===== config.mk =====
export PLATFORM = sky130hd
export DESIGN_NAME = sumres_seq
export DESIGN_NICKNAME = d
export VERILOG_FILES = /design/src/rtl/sumres_seq.sv
export SDC_FILE = /design/constraint.sdc
export NUM_CORES = 1
export LEC_CHECK = 0
export ABC_AREA = 1
export BUFFER_PORTS_ARGS = -buffer_cell sky130_fd_sc_hd__buf_2
export CAP_MARGIN = 40
export CORE_MARGIN = 10
export CORE_UTILIZATION = 51
export DETAILED_ROUTE_END_ITERATION = 7
export PLACE_DENSITY_LB_ADDON = 0.1
export SLEW_MARGIN = 20
export SYNTH_ARGS = -nofsm -noshare
export SYNTH_HDL_FRONTEND = slang
export SYNTH_SLANG_ARGS = --single-unit

===== constraint.sdc =====
create_clock -name clk -period 2.95 [get_ports clk]
set_clock_uncertainty 0.2 [all_clocks]
set_input_delay 0.885 -clock clk [delete_from_list [all_inputs] [get_ports clk]]
set_output_delay 0.885 -clock clk [all_outputs]
set_load 0.01 [all_outputs]

===== src/rtl/sumres_seq.sv =====
// Digit-serial adder/subtractor: WIDTH-bit operands processed DIGIT bits per clock,
// with a registered carry rippling between digits and start/ready/done handshake.
module sumres_seq #(
   parameter int WIDTH = 16,
   parameter int DIGIT = 4
) (
   input  logic             clk,
   input  logic             rst_n,
   input  logic             start,
   input  logic             op,
   input  logic [WIDTH-1:0] A,
   input  logic [WIDTH-1:0] B,
   input  logic             Ci,
   output logic             ready,
   output logic             done,
   output logic [WIDTH-1:0] Sum,
   output logic             Cout,
   output logic             Ovf,
   output logic             Zero
);

   localparam int N  = WIDTH / DIGIT;
   localparam int CW = (N > 1) ? $clog2(N) : 1;
   localparam logic [CW-1:0] LAST_DIGIT = CW'(N - 1);

   localparam logic [1:0] IDLE = 2'd0;
   localparam logic [1:0] RUN  = 2'd1;
   localparam logic [1:0] DONE = 2'd2;

   if ((WIDTH < 2) || (DIGIT < 1) || ((WIDTH % DIGIT) != 0)) begin : gBadParams
      $error("sumres_seq: WIDTH must be >= 2 and an exact multiple of DIGIT");
   end

   logic [1:0]       state_q, state_d;
   logic [WIDTH-1:0] operandA_q, operandA_d;
   logic [WIDTH-1:0] operandBx_q, operandBx_d;
   logic [WIDTH-1:0] partial_q, partial_d;
   logic             carry_q, carry_d;
   logic [CW-1:0]    digitCnt_q, digitCnt_d;
   logic [WIDTH-1:0] sum_q, sum_d;
   logic             cout_q, cout_d;
   logic             ovf_q, ovf_d;
   logic             zero_q, zero_d;

   int unsigned      digitBase;
   logic [DIGIT-1:0] aDigit;
   logic [DIGIT-1:0] bDigit;
   logic [DIGIT:0]   digitSum;

   // Subtraction is folded into the latch: B is inverted and the borrow-in becomes ~Ci,
   // so the RUN datapath is always a plain add.
   always_comb begin
      digitBase   = int'(digitCnt_q) * DIGIT;
      aDigit      = operandA_q[digitBase +: DIGIT];
      bDigit      = operandBx_q[digitBase +: DIGIT];
      digitSum    = {1'b0, aDigit} + {1'b0, bDigit} + {{DIGIT{1'b0}}, carry_q};

      state_d     = state_q;
      operandA_d  = operandA_q;
      operandBx_d = operandBx_q;
      partial_d   = partial_q;
      carry_d     = carry_q;
      digitCnt_d  = digitCnt_q;
      sum_d       = sum_q;
      cout_d      = cout_q;
      ovf_d       = ovf_q;
      zero_d      = zero_q;

      case (state_q)
         IDLE: begin
            if (start) begin
               operandA_d  = A;
               operandBx_d = op ? ~B : B;
               carry_d     = op ? ~Ci : Ci;
               partial_d   = '0;
               digitCnt_d  = '0;
               state_d     = RUN;
            end
         end
         RUN: begin
            partial_d[digitBase +: DIGIT] = digitSum[DIGIT-1:0];
            carry_d = digitSum[DIGIT];
            if (digitCnt_q == LAST_DIGIT) begin
               sum_d   = partial_d;
               cout_d  = digitSum[DIGIT];
               ovf_d   = (operandA_q[WIDTH-1] == operandBx_q[WIDTH-1]) &&
                         (partial_d[WIDTH-1] != operandA_q[WIDTH-1]);
               zero_d  = (partial_d == '0);
               state_d = DONE;
            end else begin
               digitCnt_d = digitCnt_q + 1'b1;
            end
         end
         DONE: begin
            state_d = IDLE;
         end
         default: begin
            state_d = IDLE;
         end
      endcase
   end

   always_ff @(posedge clk or negedge rst_n) begin
      if (!rst_n) begin
         state_q     <= IDLE;
         operandA_q  <= '0;
         operandBx_q <= '0;
         partial_q   <= '0;
         carry_q     <= 1'b0;
         digitCnt_q  <= '0;
         sum_q       <= '0;
         cout_q      <= 1'b0;
         ovf_q       <= 1'b0;
         zero_q      <= 1'b1;
      end else begin
         state_q     <= state_d;
         operandA_q  <= operandA_d;
         operandBx_q <= operandBx_d;
         partial_q   <= partial_d;
         carry_q     <= carry_d;
         digitCnt_q  <= digitCnt_d;
         sum_q       <= sum_d;
         cout_q      <= cout_d;
         ovf_q       <= ovf_d;
         zero_q      <= zero_d;
      end
   end

   assign ready = (state_q == IDLE);
   assign done  = (state_q == DONE);
   assign Sum   = sum_q;
   assign Cout  = cout_q;
   assign Ovf   = ovf_q;
   assign Zero  = zero_q;

endmodule


==> metrics.csv <==
metric;value;unit
finalWeightedCongestion;0.949;
die_area;11000;um^2
grt_antenna_before_repair;0;
post_cts_hold_buffer_count;0;
worst_setup_hold_path_clk_slew;0.07;ns
drt-initial-drc-count;114;
timing.critical_path.arrival;2.92;ns
avgSynthCellArea;8.20;um^2
aggregate_global_route_resource_usage;15.9;%
post_route_cells_drive_above_1_share;24.1;%
yosys-top-cells-area;sky130_fd_sc_hd__dfrtp_1, sky130_fd_sc_hd__nand2_1, sky130_fd_sc_hd__o21ai_0, sky130_fd_sc_hd__inv_1, sky130_fd_sc_hd__xnor2_1;
cts_buffer_depth;2;
timing.final.crit_share;95.7;%
layout.cells.most_common;sky130_fd_sc_hd__nand2_1;
layout_common_cells;sky130_fd_sc_hd__nand2_1, sky130_fd_sc_hd__dfrtp_1, sky130_fd_sc_hd__buf_2, sky130_fd_sc_hd__o21ai_0, sky130_fd_sc_hd__inv_1;
required;3.05;ns
clockRootBuffer;sky130_fd_sc_hd__clkbuf_8;
numCtsBuffers;9;
synth_largest_area_cell;sky130_fd_sc_hd__dfrtp_1;
min-delay-path-class;reg -> reg;
report.final.slew_viol_count;0;
synthDistinctLibCells;32;
first_global_vias;3093;
drtAntennaViolNets;0;
num_rows;30;
footprint_of_the_multi_input_gates;1660;um^2
die_y;105;um
tritoncts_clock_tree;yes;
pin_count;58;
fin_util;63.9;%
post_synth_instance_area;3660;um^2
max-slew-margin-rel;69.2;%
gr-total-overflow;0;
critPathMaxFanout;8;
largest_net_degree_at_the_start_of_global_routing;73;
crit_type;reg -> reg;
regArea;1800;um^2
post-route-min-period;2.82;ns
detail_route.wirelength;8.89;mm
antenna_cells_inserted;0;
run_status;complete, no violations;
chipWidth;105;um
clock_tree.htree_level_count;3;
viasPerCell;5.12;
cts.sinks;72;
tightestPinTransition;0.462;ns
initial_utilization;53.2;%
maxClockFrequency;0.354;GHz
clock_insertion_delay_worst_skew;0.36;ns
cp-end-kind;flop;
postSynthRegisterBits;72;
final-hold-violation-count;0;
synth_top_area_share;48.6;%
wire_length_of_the_first_global_routing_pass;14.7;mm
synthesis.nets;494;
ir_drop;0.543;mV
ys.warnings.count;0;
timing.max_cap.violations;0;
nNetsFinal;558;
yosysSeqAreaShare;49.3;%
power_leakage;0.00223;uW
layout.filler_cells;627;
finalSetupViolCount;0;
hpwl;6.37;mm
syn_inst;446;
first_pass_iters;4;
remaining_drc_errors;0;
buffer_ports.inserted;57;
dr_total_vias;3126;
post-layout-total-power;5200;uW
avgRoutedWirePerCell;14.5;um
area_growth;20.0;%
power.density;1190;nW/um^2
critPathLaunchType;flop;
floorplan.core_area;6870;um^2
-- power breakdown --
group	leakage [uW]	internal, uW	switching [uW]	total (uW)
combinational	0.00120	1020	1730	2740
sequential	0.000935	1390	258	1650
clock	0.000101	433	376	809
total	0.00223	2840	2360	5200
-- registers in the layout (all words and copies together) (netlist names) --
register     cells
Cout             1
Ovf              1
Sum             16
Zero             1
carry_q          1
digitCnt_q       2
operandA_q      16
operandBx_q     16
partial_q       16
state_q          2
-- cell type report --
cell class / count / share of cell area (%)
clock buffers: 11 / 3.45
clock inverters: 5 / 1.25
inverters: 45 / 3.99
multi-input cells: 310 / 37.7
flip-flops and latches: 72 / 41.1
well taps: 96 / 2.74
repair buffers: 72 / 9.70
-- per-stage QoR --
| stage | TNS (ns) | hold WS, ns | cells | instance area (um^2) | worst slack, ns |
|---|---|---|---|---|---|
| after floorplan | 0 | 0.244 | 446 | 3660 | 0.101 |
| after global placement | 0 | 0.261 | 589 | 4050 | 0.203 |
| after detailed placement | 0 | 0.264 | 589 | 4050 | 0.114 |
| after CTS | 0 | 0.285 | 605 | 4250 | 0.102 |
| after global routing | -0.129 | 0.299 | 611 | 4390 | -0.115 |
| final | 0 | 0.278 | 611 | 4390 | 0.126 |
-- kinds of logic (layout without fill, tap and decap cells) --
group	after synthesis	after routing	synth area share, %
simple gates	202	202	23.0
compound gates	80	80	12.3
flops	72	72	49.3
buf+inv	64	133	7.19
xor+xnor	17	17	4.07
fa+ha+maj	11	11	4.18
-- repair_timing --
item	CTS	global route
buffers inserted	0	6
gates resized for setup	0	28
endpoints found under the setup margin	0	7
-- final timing paths --
check                                           from                         to  slack [ns]  cells past startpoint
hold reg to reg                  Sum[11]$_DFFE_PN0P_        Sum[11]$_DFFE_PN0P_        0.28                      2
hold / removal                   Sum[11]$_DFFE_PN0P_        Sum[11]$_DFFE_PN0P_        0.28                      2
setup reg to reg           digitCnt_q[0]$_DFFE_PN0P_           Zero$_DFFE_PN1P_        0.13                     16
setup / recovery           digitCnt_q[0]$_DFFE_PN0P_           Zero$_DFFE_PN1P_        0.13                     16
max in group asynchronous                      rst_n  digitCnt_q[0]$_DFFE_PN0P_        1.88                      2
min in group asynchronous                      rst_n         Sum[2]$_DFFE_PN0P_        0.34                      2
-- critical path: stages, from the launching register on --
cell and delay [ns]:
sky130_fd_sc_hd__dfrtp_2 0.43, sky130_fd_sc_hd__clkinvlp_4 0.19, sky130_fd_sc_hd__o21ai_1 0.21, sky130_fd_sc_hd__o22ai_2 0.10, sky130_fd_sc_hd__fa_2 0.38, sky130_fd_sc_hd__inv_1 0.09
sky130_fd_sc_hd__fa_1 0.43, sky130_fd_sc_hd__nor2_2 0.13, sky130_fd_sc_hd__nand2_2 0.07, sky130_fd_sc_hd__nor2_1 0.12, sky130_fd_sc_hd__nor2_2 0.07, sky130_fd_sc_hd__nand3_1 0.11
sky130_fd_sc_hd__nor2_1 0.05, sky130_fd_sc_hd__nand2_1 0.05, sky130_fd_sc_hd__nor2_1 0.04, sky130_fd_sc_hd__nand3_1 0.05, sky130_fd_sc_hd__nand2_1 0.05
-- metal layers --
metal	wire length [um]	global-route usage, %	vias to the layer above
li1	-	-	1561
met1	3950	19.7	1473
met2	4300	25.6	71
met3	415	4.36	21
met4	230	6.27	0
met5	0	0	-
-- synthesized netlist by cell type --
library cell	n
sky130_fd_sc_hd__o22ai_1	17
sky130_fd_sc_hd__a21oi_1	5
sky130_fd_sc_hd__buf_2	9
sky130_fd_sc_hd__o21ai_0	48
sky130_fd_sc_hd__nor2_2	5
sky130_fd_sc_hd__inv_2	2
sky130_fd_sc_hd__buf_1	1
sky130_fd_sc_hd__o21bai_1	1
sky130_fd_sc_hd__nand2_2	4
sky130_fd_sc_hd__a31o_2	1
sky130_fd_sc_hd__clkbuf_1	6
sky130_fd_sc_hd__o21ai_2	1
sky130_fd_sc_hd__o21ai_1	1
sky130_fd_sc_hd__a32oi_1	2
sky130_fd_sc_hd__inv_1	43
sky130_fd_sc_hd__a31oi_1	1
sky130_fd_sc_hd__nand2_1	130
sky130_fd_sc_hd__ha_1	9
sky130_fd_sc_hd__nor2_8	1
sky130_fd_sc_hd__nand2_4	1
sky130_fd_sc_hd__fa_1	2
sky130_fd_sc_hd__nor2_1	36
sky130_fd_sc_hd__dfrtp_1	71
sky130_fd_sc_hd__clkbuf_4	1
sky130_fd_sc_hd__o21a_1	1
sky130_fd_sc_hd__nand4_1	3
sky130_fd_sc_hd__xnor2_1	17
sky130_fd_sc_hd__dfstp_2	1
sky130_fd_sc_hd__o211ai_1	1
sky130_fd_sc_hd__a21oi_2	1
sky130_fd_sc_hd__nand3_1	22
sky130_fd_sc_hd__buf_4	2
Note: power is estimated with default switching activity, not from simulation.
